## config.mk

```make
export PLATFORM = sky130hd
export DESIGN_NAME = pattern_sequencer_flat
export DESIGN_NICKNAME = d
export VERILOG_FILES = /design/src/rtl/pattern_sequencer_if.sv /design/src/rtl/pattern_sequencer.sv /design/src/flat_wrapper.sv
export SDC_FILE = /design/constraint.sdc
export NUM_CORES = 1
export LEC_CHECK = 0
export ABC_AREA = 0
export CAP_MARGIN = 20
export CORE_AREA = 5 5 66 68
export CTS_CLUSTER_SIZE = 30
export DETAILED_ROUTE_END_ITERATION = 10
export DIE_AREA = 0 0 71 73
export DONT_BUFFER_PORTS = 1
export PLACE_DENSITY_LB_ADDON = 0.12
export SLEW_MARGIN = 15
export SYNTH_ARGS = -nofsm -noshare
export SYNTH_HDL_FRONTEND = slang
export SYNTH_SLANG_ARGS = --single-unit
export TNS_END_PERCENT = 30
```

## constraint.sdc

```tcl
create_clock -name clk -period 3.45 [get_ports clk]
set_clock_uncertainty 0.1 [all_clocks]
set_input_delay 0.1725 -clock clk [delete_from_list [all_inputs] [get_ports clk]]
set_output_delay 0.1725 -clock clk [all_outputs]
set_load 0.02 [all_outputs]
```

## src/rtl/pattern_sequencer_if.sv

```systemverilog
// Control and raster bundle between the board-side controls and the pattern sequencer.
// master = control source (buttons/config), slave = sequencer.
interface pattern_sequencer_if;
  logic        auto_en;
  logic        pause;
  logic        step_req;
  logic [3:0]  mode;
  logic [10:0] hcnt;
  logic [11:0] vcnt;
  logic        de;
  logic        frame_start;
  logic        mode_change;

  modport master (
    output auto_en, pause, step_req,
    input  mode, hcnt, vcnt, de, frame_start, mode_change
  );

  modport slave (
    input  auto_en, pause, step_req,
    output mode, hcnt, vcnt, de, frame_start, mode_change
  );
endinterface

```

## src/rtl/pattern_sequencer.sv

```systemverilog
// Raster timing plus test-pattern mode control; the mode only changes on frame
// boundaries so the downstream pattern generator never tears a frame.
module pattern_sequencer #(
  parameter int H_TOTAL         = 2200,
  parameter int V_TOTAL         = 1125,
  parameter int H_ACTIVE        = 1920,
  parameter int V_ACTIVE        = 1080,
  parameter int FRAMES_PER_MODE = 60,
  parameter int NUM_MODES       = 4
) (
  input logic               clk,
  input logic               rst_n,
  pattern_sequencer_if.slave bus
);

  typedef enum logic [1:0] {MANUAL, AUTO, PAUSED} state_t;

  // Totals beyond what the counter widths can express are clamped to the width.
  localparam logic [10:0] H_LAST     = 11'((H_TOTAL > 2048) ? 2047 : H_TOTAL - 1);
  localparam logic [11:0] V_LAST     = 12'((V_TOTAL > 4096) ? 4095 : V_TOTAL - 1);
  localparam logic [11:0] H_ACT      = 12'((H_ACTIVE > 2048) ? 2048 : H_ACTIVE);
  localparam logic [12:0] V_ACT      = 13'((V_ACTIVE > 4096) ? 4096 : V_ACTIVE);
  localparam logic [7:0]  FPM_LAST   = 8'(FRAMES_PER_MODE - 1);
  localparam logic [3:0]  MODE_LAST  = 4'(NUM_MODES - 1);

  state_t      state;
  logic [10:0] hcnt;
  logic [11:0] vcnt;
  logic [7:0]  fcnt;
  logic [3:0]  mode;
  logic        step_pending;
  logic        de;
  logic        frame_start;
  logic        mode_change;

  logic [10:0] h_nxt;
  logic [11:0] v_nxt;
  logic [3:0]  mode_nxt;
  logic        fb;
  logic        step_now;
  logic        auto_fire;

  always_comb begin
    // NOTE: every combinational output gets a default first, so no path can infer a latch.
    h_nxt     = hcnt + 11'd1;
    v_nxt     = vcnt;
    fb        = 1'b0;
    if (hcnt == H_LAST) begin
      h_nxt = '0;
      if (vcnt == V_LAST) begin
        v_nxt = '0;
        fb    = 1'b1;
      end else begin
        v_nxt = vcnt + 12'd1;
      end
    end
    // A request arriving exactly on the boundary cycle counts toward that boundary.
    step_now  = step_pending | bus.step_req;
    auto_fire = (state == AUTO) && bus.auto_en && !bus.pause && (fcnt == FPM_LAST);
    mode_nxt  = (mode == MODE_LAST) ? 4'd0 : mode + 4'd1;
  end

  always_ff @(posedge clk or negedge rst_n) begin
    if (!rst_n) begin
      state        <= MANUAL;
      hcnt         <= '0;
      vcnt         <= '0;
      fcnt         <= '0;
      mode         <= '0;
      step_pending <= 1'b0;
      de           <= 1'b0;
      frame_start  <= 1'b0;
      mode_change  <= 1'b0;
    end else begin
      // NOTE: sequential state uses non-blocking assignment so all registers update together.
      hcnt        <= h_nxt;
      vcnt        <= v_nxt;
      // Decoded from the next counter values so they line up with the hcnt/vcnt they describe.
      de          <= ({1'b0, h_nxt} < H_ACT) && ({1'b0, v_nxt} < V_ACT);
      frame_start <= (h_nxt == '0) && (v_nxt == '0);
      mode_change <= 1'b0;

      if (!fb) begin
        step_pending <= step_now;
      end else begin
        step_pending <= 1'b0;
        unique case (state)
          MANUAL: begin
            if (bus.auto_en) begin
              state <= AUTO;
              fcnt  <= '0;
            end
          end
          AUTO: begin
            if (!bus.auto_en) begin
              state <= MANUAL;
              fcnt  <= '0;
            end else if (bus.pause) begin
              state <= PAUSED;
              if (step_now) fcnt <= '0;
            end else if (auto_fire || step_now) begin
              fcnt <= '0;
            end else begin
              fcnt <= fcnt + 8'd1;
            end
          end
          PAUSED: begin
            if (!bus.auto_en) begin
              state <= MANUAL;
              fcnt  <= '0;
            end else if (!bus.pause) begin
              state <= AUTO;
            end
          end
          default: state <= MANUAL;
        endcase
        // Auto-advance and a pending step on the same boundary still move by one.
        if (step_now || auto_fire) begin
          mode        <= mode_nxt;
          mode_change <= 1'b1;
        end
      end
    end
  end

  assign bus.mode        = mode;
  assign bus.hcnt        = hcnt;
  assign bus.vcnt        = vcnt;
  assign bus.de          = de;
  assign bus.frame_start = frame_start;
  assign bus.mode_change = mode_change;

endmodule

```

## src/flat_wrapper.sv

```systemverilog
// flat-port wrapper written by rule: the top's interface ports become plain ports
module pattern_sequencer_flat 
#(
  parameter int H_TOTAL         = 2200,
  parameter int V_TOTAL         = 1125,
  parameter int H_ACTIVE        = 1920,
  parameter int V_ACTIVE        = 1080,
  parameter int FRAMES_PER_MODE = 60,
  parameter int NUM_MODES       = 4
)
  (clk, rst_n, bus_auto_en, bus_pause, bus_step_req, bus_mode, bus_hcnt, bus_vcnt, bus_de, bus_frame_start, bus_mode_change);
  pattern_sequencer_if bus_i ();
  input logic clk;
  input logic rst_n;
  input wire logic [$bits(bus_i.auto_en)-1:0] bus_auto_en;
  input wire logic [$bits(bus_i.pause)-1:0] bus_pause;
  input wire logic [$bits(bus_i.step_req)-1:0] bus_step_req;
  output wire logic [$bits(bus_i.mode)-1:0] bus_mode;
  output wire logic [$bits(bus_i.hcnt)-1:0] bus_hcnt;
  output wire logic [$bits(bus_i.vcnt)-1:0] bus_vcnt;
  output wire logic [$bits(bus_i.de)-1:0] bus_de;
  output wire logic [$bits(bus_i.frame_start)-1:0] bus_frame_start;
  output wire logic [$bits(bus_i.mode_change)-1:0] bus_mode_change;
  assign bus_i.auto_en = bus_auto_en;
  assign bus_i.pause = bus_pause;
  assign bus_i.step_req = bus_step_req;
  assign bus_mode = bus_i.mode;
  assign bus_hcnt = bus_i.hcnt;
  assign bus_vcnt = bus_i.vcnt;
  assign bus_de = bus_i.de;
  assign bus_frame_start = bus_i.frame_start;
  assign bus_mode_change = bus_i.mode_change;
  pattern_sequencer #(.H_TOTAL(H_TOTAL), .V_TOTAL(V_TOTAL), .H_ACTIVE(H_ACTIVE), .V_ACTIVE(V_ACTIVE), .FRAMES_PER_MODE(FRAMES_PER_MODE), .NUM_MODES(NUM_MODES)) u_core (.clk(clk), .rst_n(rst_n), .bus(bus_i));
endmodule
```

==> results.cfg, run 1 <==
[run]
drv_cap = 0

[routing]
initialDrtViolationCount = 156
wire_per_inst_um = 17.7
finalWirelength_mm = 5.25
routed_via_density = 6.40
drtAntennaViolNets = 0
vias = 1901
drc_errors = 0
firstDrtPassIters = 4

[power_and_ir_drop]
pwr-share-clk_pct = 44.5
ir_drop_v = 0.000209
p_switching_mw = 0.175
pwr-share-comb_pct = 2.0
p_int_mw = 0.723
pwr-share-seq_pct = 53.5
p_sw_share_pct = 19.5
p_per_area_nw_per_um2 = 361
power_leakage_nw = 1.04

[cells_and_area]
n_antenna_cell = 0
ff_latch_area_um2 = 1030
final_core_util_pct = 65.5
syn_to_final_growth_pct = 10.7
nNetsFinal = 256
nFillCells = 313
multi_input_area_um2 = 1150
stdcell_count = 297
drive_gt1_share_pct = 9.31

[placement]
dp_hpwl_mm = 3.80
post-place-ws_ns = 0.458
dp.cells = 284
port_buffers = 0
place.gp.congestion = 0.895

[setup_path]
worst-path-buf-inv = 1
cp-start-kind = flip-flop
crit_required_ns = 3.56
worstPathArrival_ns = 3.12
r2r_start = u_core.bus.hcnt[1]$_DFF_PN0_
cp_top_family = simple AND/OR/NAND/NOR gates
worst-r2r-setup-slack_ns = 0.44
crit_chain = ha_1 > inv_1 > nor4_1 > nand4_1 > xnor2_1 > or4_1 > a211oi_1
worst_path_max_delay_cell = nor4_1
max_stage_delay_ns = 0.63
reg2regPathDepth = 7
critical_path_class = reg2reg
rr_endpoint = u_core.bus.de$_DFF_PN0_
path_max_fanout = 7
cp-end-kind = flip-flop

[floorplan]
design.portCount = 35
core_area_um2 = 3800
dieArea_um2 = 5180
fp.dieW_um = 71
die_y_um = 73
start_util_pct = 59.2
rows = 23

[logic_synthesis]
ys_types = 48
synth.top_cell.area_share_pct = 45.6
synth-seq-area-share_pct = 45.6
synth_area_per_cell_um2 = 9.49
synth_compound_area_share_pct = 13.5
synth-edff-count = 0
synthAdderAreaFrac_pct = 2.78
synth_most_common_cell = dfrtp_1
synth_mux_area_share_pct = 2.45
yosysWarnings = 0
synth_xor_xnor_area_share_pct = 5.45
synth_cells = 237
synth_area_leaders = dfrtp_1 46%, nand3_1 4.7%, o21ai_0 4.7%
synthArstFlopShare_pct = 100
netlist_top_cells_count = 41 x dfrtp_1, 21 x nand3_1, 21 x o21ai_0, 20 x nor2_1, 16 x nand2_1
synth_area_leader_cell = dfrtp_1
ys_seq_elements = 41
synth_top_family_by_area = simple AND/OR/NAND/NOR gates
synthSimpleGateAreaFrac_pct = 27.2
netlist_area_um2 = 2250
syn_nets = 247
synth_top_flop_cell = dfrtp_1

[grt]
grt_pass1_wl_mm = 8.85
antenna_found_initial = 0
grt_max_degree = 42
grt_usage_pct = 21.7
grt-ovfl-total = 0
grt_pass1_vias = 1866

[timing]
final.setup.worst_slack_ns = 0.435
relSlewSlack_pct = 51.5
slew_viol_final = 0
final_hold_viol_count = 0
rsz0062_at_grt = false
fin_crit_sh_pct = 87.4
clock.fmax_mhz = 332
hold_ws_ns = 0.0674
tightest_slew_ns = 0.721
period_needed_ns = 3.01
totalNegativeSetupSlack_ns = 0
finalSetupViolCount = 0

[clock_tree]
cts_root_buf = clkbuf_8
clockBufferDepth = 2
insertion_delay_ns = 0.29
post_cts_buffers = 0
htreeDepth = 2
clock-sinks = 41
clk_pin_slew_ns = 0.08
cts_buffers = 5
ctsResizeCount = 0
cts_tree = yes

[min_path]
whs_endpoint = u_core.state[1]$_DFFE_PN0P_
worst_hold_startpoint = bus_auto_en
hold_depth = 4
min_path_type = in2reg

[outcome]
status = finished, final reports clean
power by group through the flow:
stage	registers (mW)	logic, mW	clock network [mW]
5_1_grt	0.480	0.0213	0.434
3_3_place_gp	0.490	0.00248	0
2_1_floorplan	0.490	0.00228	0
3_5_place_dp	0.490	0.00258	0
6_report	0.480	0.0182	0.400
4_1_cts	0.480	0.0190	0.406
layout by cell type, fill, tap and decap left out, types with 2 or more instances in the layout:
| cell | instances |
|---|---|
| a21oi_1 | 4 |
| a221oi_1 | 2 |
| a22o_1 | 2 |
| and3_1 | 6 |
| and4b_1 | 3 |
| buf_4 | 5 |
| clkbuf_8 | 6 |
| dfrtp_1 | 41 |
| dlygate4sd3_1 | 4 |
| ha_1 | 5 |
| inv_1 | 9 |
| mux2_2 | 4 |
| nand2_1 | 16 |
| nand2b_1 | 5 |
| nand3_1 | 21 |
| nand4_1 | 7 |
| nor2_1 | 20 |
| nor2b_1 | 2 |
| nor3_1 | 4 |
| nor4_1 | 8 |
| nor4bb_1 | 2 |
| o211ai_1 | 3 |
| o21a_1 | 2 |
| o21ai_0 | 21 |
| o31ai_1 | 5 |
| or3_1 | 2 |
| or4_4 | 2 |
| xnor2_1 | 10 |
| xor2_1 | 4 |
through the flow:
stage / cell area (um^2) / power [mW]
after floorplan: 2250 / 0.492
after global placement: 2310 / 0.492
after detailed placement: 2310 / 0.492
after CTS: 2490 / 0.905
after global routing: 2490 / 0.935
final: 2490 / 0.898
cells by family after synthesis:
logic type      Yosys count
mux                       5
flops                    41
buf+inv                  17
simple gates            108
fa+ha+maj                 5
compound gates           47
xor+xnor                 14
metal layers:
metal | track usage, % | vias to the layer above | part of all wire, %
li1 | - | 896 | -
met1 | 27.1 | 930 | 41
met2 | 35.7 | 69 | 49
met3 | 6.61 | 6 | 8.6
met4 | 7.52 | 0 | 1.3
met5 | 0 | - | 0
worst min-delay path: cells and delay by family:
family / cells / cell delay [ns]
AOI/OAI and AO/OA: 2 / 0.15
and+or+nand+nor: 2 / 0.11
worst max-delay path by stage:
| stage | startpoint | endpoint | cells past startpoint |
|---|---|---|---|
| 2_1_floorplan | u_core.bus.hcnt[0]$_DFF_PN0_ | u_core.bus.de$_DFF_PN0_ | 9 |
| 3_3_place_gp | u_core.bus.hcnt[1]$_DFF_PN0_ | u_core.bus.de$_DFF_PN0_ | 7 |
| 3_5_place_dp | u_core.bus.hcnt[1]$_DFF_PN0_ | u_core.bus.de$_DFF_PN0_ | 7 |
| 4_1_cts | u_core.bus.hcnt[1]$_DFF_PN0_ | u_core.bus.de$_DFF_PN0_ | 7 |
| 5_1_grt | u_core.bus.hcnt[1]$_DFF_PN0_ | u_core.bus.de$_DFF_PN0_ | 7 |
| 6_report | u_core.bus.hcnt[1]$_DFF_PN0_ | u_core.bus.de$_DFF_PN0_ | 7 |
flip-flops by register name (all words and copies together), names as in the netlist:
register                cells
u_core.state                2
u_core.bus.frame_start      1
u_core.bus.mode             4
u_core.fcnt                 8
u_core.bus.mode_change      1
u_core.bus.hcnt            11
u_core.bus.de               1
u_core.step_pending         1
u_core.bus.vcnt            12
final cells by class:
| type | instances | share of cell area [%] |
|---|---|---|
| timing repair buffer | 10 | 3.92 |
| clock inverter | 1 | 1.21 |
| sequential | 41 | 41.2 |
| clock buffer | 7 | 3.47 |
| multi-input combinational | 179 | 46.3 |
| tap | 50 | 2.51 |
| inverter | 9 | 1.36 |
what timing repair did:
action,in CTS,in global routing
hold endpoints to repair,44,0
endpoints found under the setup margin,0,0
hold buffers,5,0
(Power assumes the default switching activity.)
==> inputs of run 2 (changes only) <==
--- a/config.mk
+++ b/config.mk
@@ -7,10 +7,10 @@
 export LEC_CHECK = 0
 export ABC_AREA = 0
 export CAP_MARGIN = 20
-export CORE_AREA = 5 5 66 68
+export CORE_AREA = 5 5 84 55
 export CTS_CLUSTER_SIZE = 30
 export DETAILED_ROUTE_END_ITERATION = 10
-export DIE_AREA = 0 0 71 73
+export DIE_AREA = 0 0 89 60
 export DONT_BUFFER_PORTS = 1
 export PLACE_DENSITY_LB_ADDON = 0.12
 export SLEW_MARGIN = 15
==> constraint.sdc (replaced) <==
create_clock -name clk -period 3.45 [get_ports clk]
set_clock_uncertainty 0.1 [all_clocks]
set_input_delay 0.69 -clock clk [delete_from_list [all_inputs] [get_ports clk]]
set_output_delay 0.69 -clock clk [all_outputs]
set_load 0.02 [all_outputs]
==> run 2 against run 1 <==
  * First-iteration DRC count up 21%
  * Final cell count decreased by 2.4%
  * Combinational power decreased by 24%
  * Total power down 12%
  * Highest routed layer unchanged
==> results.cfg, run 2 (same netlist as run 1, synthesis figures left out) <==
[outcome]
status = finished, final reports clean

[setup_path]
setup.worst_path.start = u_core.bus.hcnt[0]$_DFF_PN0_
path_max_fanout = 12
worstPathArrival_ns = 3.11
worst_path_max_delay_cell = or4_1
worst-r2r-setup-slack_ns = 0.43
cp-end-kind = flip-flop
worst-path-buf-inv = 2
cp-start-kind = flip-flop
r2r_start = u_core.bus.hcnt[0]$_DFF_PN0_
crit_chain = ha_1 > inv_1 > nor4_1 > buf_4 > nand4_1 > xnor2_1 > or4_1 > a211oi_1
crit_end = u_core.bus.de$_DFF_PN0_
critical_path_class = reg2reg
crit_required_ns = 3.54
max_stage_delay_ns = 0.59
rr_endpoint = u_core.bus.de$_DFF_PN0_
reg2regPathDepth = 8
path_depth = 8
cp_top_family = simple AND/OR/NAND/NOR gates

[floorplan]
design.portCount = 35
rows = 18
start_util_pct = 58.4
dieArea_um2 = 5340
fp.dieW_um = 89
core_area_um2 = 3850
die_y_um = 60

[cells_and_area]
syn_to_final_growth_pct = 6.34
final_cell_mix = 41 x dfrtp_1, 21 x nand3_1, 21 x o21ai_0
largest_register_ffs = 12
layout_commonest_cell = dfrtp_1
nFillCells = 318
multi_input_area_um2 = 1150
drive_gt1_share_pct = 7.50
top_regs = u_core.bus.vcnt (12), u_core.bus.hcnt (11), u_core.fcnt (8)
n_antenna_cell = 0
ff_latch_area_um2 = 1030
nNetsFinal = 249
largest-register = u_core.bus.vcnt

[clock_tree]
cts_root_buf = clkbuf_8
htreeDepth = 2
clockBufferDepth = 2
clk_pin_slew_ns = 0.08
cts_buffers = 5
clock-sinks = 41
cts_tree = yes
insertion_delay_ns = 0.29
post_cts_buffers = 0

[placement]
port_buffers = 0
dp_hpwl_mm = 3.98
place.gp.congestion = 0.890

[routing]
initialDrtViolationCount = 188
wire_per_inst_um = 18.4
vias = 1844
finalWirelength_mm = 5.33
drtAntennaViolNets = 0
drc_errors = 0
firstDrtPassIters = 5
routed_via_density = 6.36

[run]
drv_cap = 0

[power_and_ir_drop]
power_leakage_nw = 0.988
ir_drop_v = 0.000230
p_per_area_nw_per_um2 = 331

[timing]
slew_viol_final = 0
clock.fmax_mhz = 331
tightest_slew_ns = 0.634
final_hold_viol_count = 0
period_needed_ns = 3.02
hold_ws_ns = 0.144
totalNegativeSetupSlack_ns = 0
rsz0062_at_grt = false
relSlewSlack_pct = 57.3
finalSetupViolCount = 0
fin_crit_sh_pct = 87.6

[grt]
grt_pass1_wl_mm = 8.76
grt_pass1_vias = 1743
grt_usage_pct = 21.6
grt_max_degree = 42
antenna_found_initial = 0
grt-ovfl-total = 0

[min_path]
min_path_type = in2async
## run 2: cell types whose count changed in the layout (fill, tap and decap cells not counted), sizes merged
cell,delta
bufinv,-1
clkbuf,+1
dlygate4sd3,-4
buf,-3
## run 2: cell type report
class / count / share of cell area [%]
Multi-Input combinational cell: 179 / 48.2
Sequential cell: 41 / 42.9
Clock buffer: 8 / 3.35
Tap cell: 50 / 2.62
Timing Repair Buffer: 3 / 1.47
Inverter: 9 / 1.41
## run 2: worst min path at each step
stage | endpoint | start | cells after the start
6_report | u_core.fcnt[6]$_DFFE_PN0P_ | rst_n | 1
5_1_grt | u_core.step_pending$_DFF_PN0_ | rst_n | 1
4_1_cts | u_core.step_pending$_DFF_PN0_ | rst_n | 1
3_5_place_dp | u_core.fcnt[1]$_DFFE_PN0P_ | rst_n | 0
3_3_place_gp | u_core.fcnt[0]$_DFFE_PN0P_ | rst_n | 0
2_1_floorplan | u_core.bus.de$_DFF_PN0_ | rst_n | 0
## run 2: power by group
part | internal, mW | switching, mW | total [mW]
clock network | 0.144 | 0.155 | 0.299
registers | 0.480 | 0.0000000852 | 0.480
logic | 0.00388 | 0.00993 | 0.0138
total | 0.628 | 0.165 | 0.793
## run 2: metrics by stage
step,instances,area [um^2],total power [mW],utilization [%],setup WS (ns)
after floorplan,237,2250,0.492,-,0.729
after global placement,281,2290,0.492,59.5,0.662
after detailed placement,281,2290,0.492,59.5,0.485
after CTS,290,2390,0.797,62.1,0.453
after global routing,290,2390,0.820,62.1,0.307
final,290,2390,0.793,62.1,0.429
## run 2: worst reg2reg max path: cells and delay by family, from the launching register on
kind / cells / cell delay, ns
fa+ha+maj: 1 / 0.35
xor+xnor: 1 / 0.19
simple gates: 3 / 1.09
flops: 1 / 0.53
compound gates: 1 / 0.29
buf+inv: 2 / 0.38
## run 2: what timing repair did
item | CTS | global route
setup endpoints to repair | 0 | 0
hold buffers | 1 | 0
endpoints found under the hold margin | 41 | 0
gates resized for setup | 0 | 0
## run 2: per-layer routing
metal	vias to the layer above	part of all wire [%]	track usage, %
met5	-	0	0
met4	0	0.90	5.10
met3	4	8.9	6.06
met2	79	40	29.5
met1	880	50	33.5
li1	881	-	-
==> inputs of run 3 (changes only) <==
--- a/config.mk
+++ b/config.mk
@@ -7,13 +7,13 @@
 export LEC_CHECK = 0
 export ABC_AREA = 0
 export CAP_MARGIN = 20
-export CORE_AREA = 5 5 84 55
+export CORE_AREA = 5 5 82 54
+export CTS_BUF_LIST = sky130_fd_sc_hd__clkbuf_16
 export CTS_CLUSTER_SIZE = 30
 export DETAILED_ROUTE_END_ITERATION = 10
-export DIE_AREA = 0 0 89 60
+export DIE_AREA = 0 0 87 59
 export DONT_BUFFER_PORTS = 1
 export PLACE_DENSITY_LB_ADDON = 0.12
-export SLEW_MARGIN = 15
 export SYNTH_ARGS = -nofsm -noshare
 export SYNTH_HDL_FRONTEND = slang
 export SYNTH_SLANG_ARGS = --single-unit
==> constraint.sdc (replaced) <==
create_clock -name clk -period 3.91 [get_ports clk]
set_clock_uncertainty 0.1 [all_clocks]
set_input_delay 0.782 -clock clk [delete_from_list [all_inputs] [get_ports clk]]
set_output_delay 0.782 -clock clk [all_outputs]
set_load 0.02 [all_outputs]
==> run 3 against run 2 <==
  * First-iteration DRC count increased by 65%
  * Sequential share of layout area decreased by 0.47 points
  * Sequential power decreased by 12%
  * Highest routed layer unchanged
  * Clock-buffer cell count decreased by 3
  * Largest power group unchanged
==> results.cfg, run 3 (same netlist as run 1, synthesis figures left out) <==
[timing]
final_hold_viol_count = 0
finalSetupViolCount = 0
slew_viol_final = 0
fin_crit_sh_pct = 75.5
period_needed_ns = 2.95
totalNegativeSetupSlack_ns = 0
clock.fmax_mhz = 339
rsz0062_at_grt = false
relSlewSlack_pct = 56.1
tightest_slew_ns = 0.650

[clock_tree]
cts_root_buf = clkbuf_16
cts_hold_buf = 0
insertion_delay_ns = 0.28
cts_tree = yes
clk_pin_slew_ns = 0.06
post_cts_buffers = 0
clockBufferDepth = 2
htreeDepth = 2
cts_buffers = 5
clock-sinks = 41
ctsResizeCount = 0

[cells_and_area]
n_antenna_cell = 0
largest_register_ffs = 12
layout_commonest_cell = dfrtp_1
stdcell_count = 285
final_cell_mix = 41 x dfrtp_1, 21 x nand3_1, 21 x o21ai_0
final_core_util_pct = 68.1
syn_to_final_growth_pct = 7.51
largest-register = u_core.bus.vcnt
nNetsFinal = 247
top_regs = u_core.bus.vcnt (12), u_core.bus.hcnt (11), u_core.fcnt (8)
drive_gt1_share_pct = 7.14

[setup_path]
rr_endpoint = u_core.bus.de$_DFF_PN0_
worstPathArrival_ns = 3.02
crit_required_ns = 3.98
critical_path_class = reg2reg
worst-r2r-setup-slack_ns = 0.96
path_max_fanout = 12
r2r_start = u_core.bus.hcnt[0]$_DFF_PN0_
reg2regPathDepth = 8
cp-start-kind = flip-flop
cp-end-kind = flip-flop

[placement]
dp.cells = 277
dp_hpwl_mm = 4.17
place.gp.congestion = 0.997
port_buffers = 0

[grt]
antenna_found_initial = 0
grt_pass1_wl_mm = 9.37
grt-ovfl-total = 0
grt_pass1_vias = 1765
grt_usage_pct = 23.7
grt_max_degree = 42

[routing]
drtAntennaViolNets = 0
wire_per_inst_um = 20.0
initialDrtViolationCount = 310
drc_errors = 0
vias = 1910
routed_via_density = 6.70
firstDrtPassIters = 5
finalWirelength_mm = 5.69

[power_and_ir_drop]
p_per_area_nw_per_um2 = 339
power_leakage_nw = 1.00
ir_drop_v = 0.000235

[floorplan]
start_util_pct = 63.3
rows = 17
fp.dieW_um = 87
dieArea_um2 = 5130
design.portCount = 35
core_area_um2 = 3550
die_y_um = 59

[outcome]
status = finished, final reports clean

[min_path]
min_path_type = in2async

[run]
drv_cap = 0
==> run 3: routing by layer <==
layer / vias to the layer above / routed length, um / track usage [%]
met3: 8 / 644 / 7.36
li1: 876 / - / -
met1: 921 / 2610 / 36.0
met5: - / 0 / 0
met4: 0 / 48 / 4.00
met2: 105 / 2380 / 33.6
==> run 3: area by class of cell <==
class                      instances  area (um^2)
inverter                           9         33.8
clock buffer                       5          125
timing repair buffer               1         7.51
multi-input combinational        179         1150
sequential                        41         1030
tap                               47         58.8
fill                             266         1130
clock inverter                     3         12.5
==> run 3: report_power, final <==
group	internal, mW	switching (mW)	total, mW
combinational	0.00129	0.00123	0.00252
clock	0.231	0.161	0.392
sequential	0.424	0.0000000742	0.424
==> run 3: critical path: stages, from the launching register on <==
cell      delay [ns]
dfrtp_1         0.54
ha_1            0.36
inv_1           0.13
nor4_1          0.29
buf_4           0.22
nand4_1         0.12
xnor2_1         0.17
or4_1           0.61
a211oi_1        0.31
==> run 3: worst max-delay path by stage <==
| stage | from | end | slack (ns) | depth (start not counted) |
|---|---|---|---|---|
| 3_5_place_dp | u_core.bus.hcnt[0]$_DFF_PN0_ | u_core.bus.de$_DFF_PN0_ | 0.99 | 8 |
| 3_3_place_gp | u_core.bus.hcnt[0]$_DFF_PN0_ | u_core.bus.de$_DFF_PN0_ | 1.09 | 8 |
| 4_1_cts | u_core.bus.hcnt[0]$_DFF_PN0_ | u_core.bus.de$_DFF_PN0_ | 0.97 | 8 |
| 6_report | u_core.bus.hcnt[0]$_DFF_PN0_ | u_core.bus.de$_DFF_PN0_ | 0.96 | 8 |
| 5_1_grt | u_core.bus.hcnt[0]$_DFF_PN0_ | u_core.bus.de$_DFF_PN0_ | 0.78 | 8 |
| 2_1_floorplan | u_core.bus.hcnt[0]$_DFF_PN0_ | u_core.bus.de$_DFF_PN0_ | 1.19 | 9 |
==> run 3: through the flow <==
stage / instance area [um^2] / hold slack (ns) / setup slack [ns] / power, mW
CTS: 2420 / 0.0919 / 0.969 / 0.820
floorplan: 2250 / 0.350 / 1.19 / 0.434
detailed placement: 2280 / 0.386 / 0.990 / 0.435
global route: 2420 / 0.0856 / 0.779 / 0.840
global placement: 2280 / 0.368 / 1.09 / 0.434
finish: 2420 / 0.0927 / 0.957 / 0.818
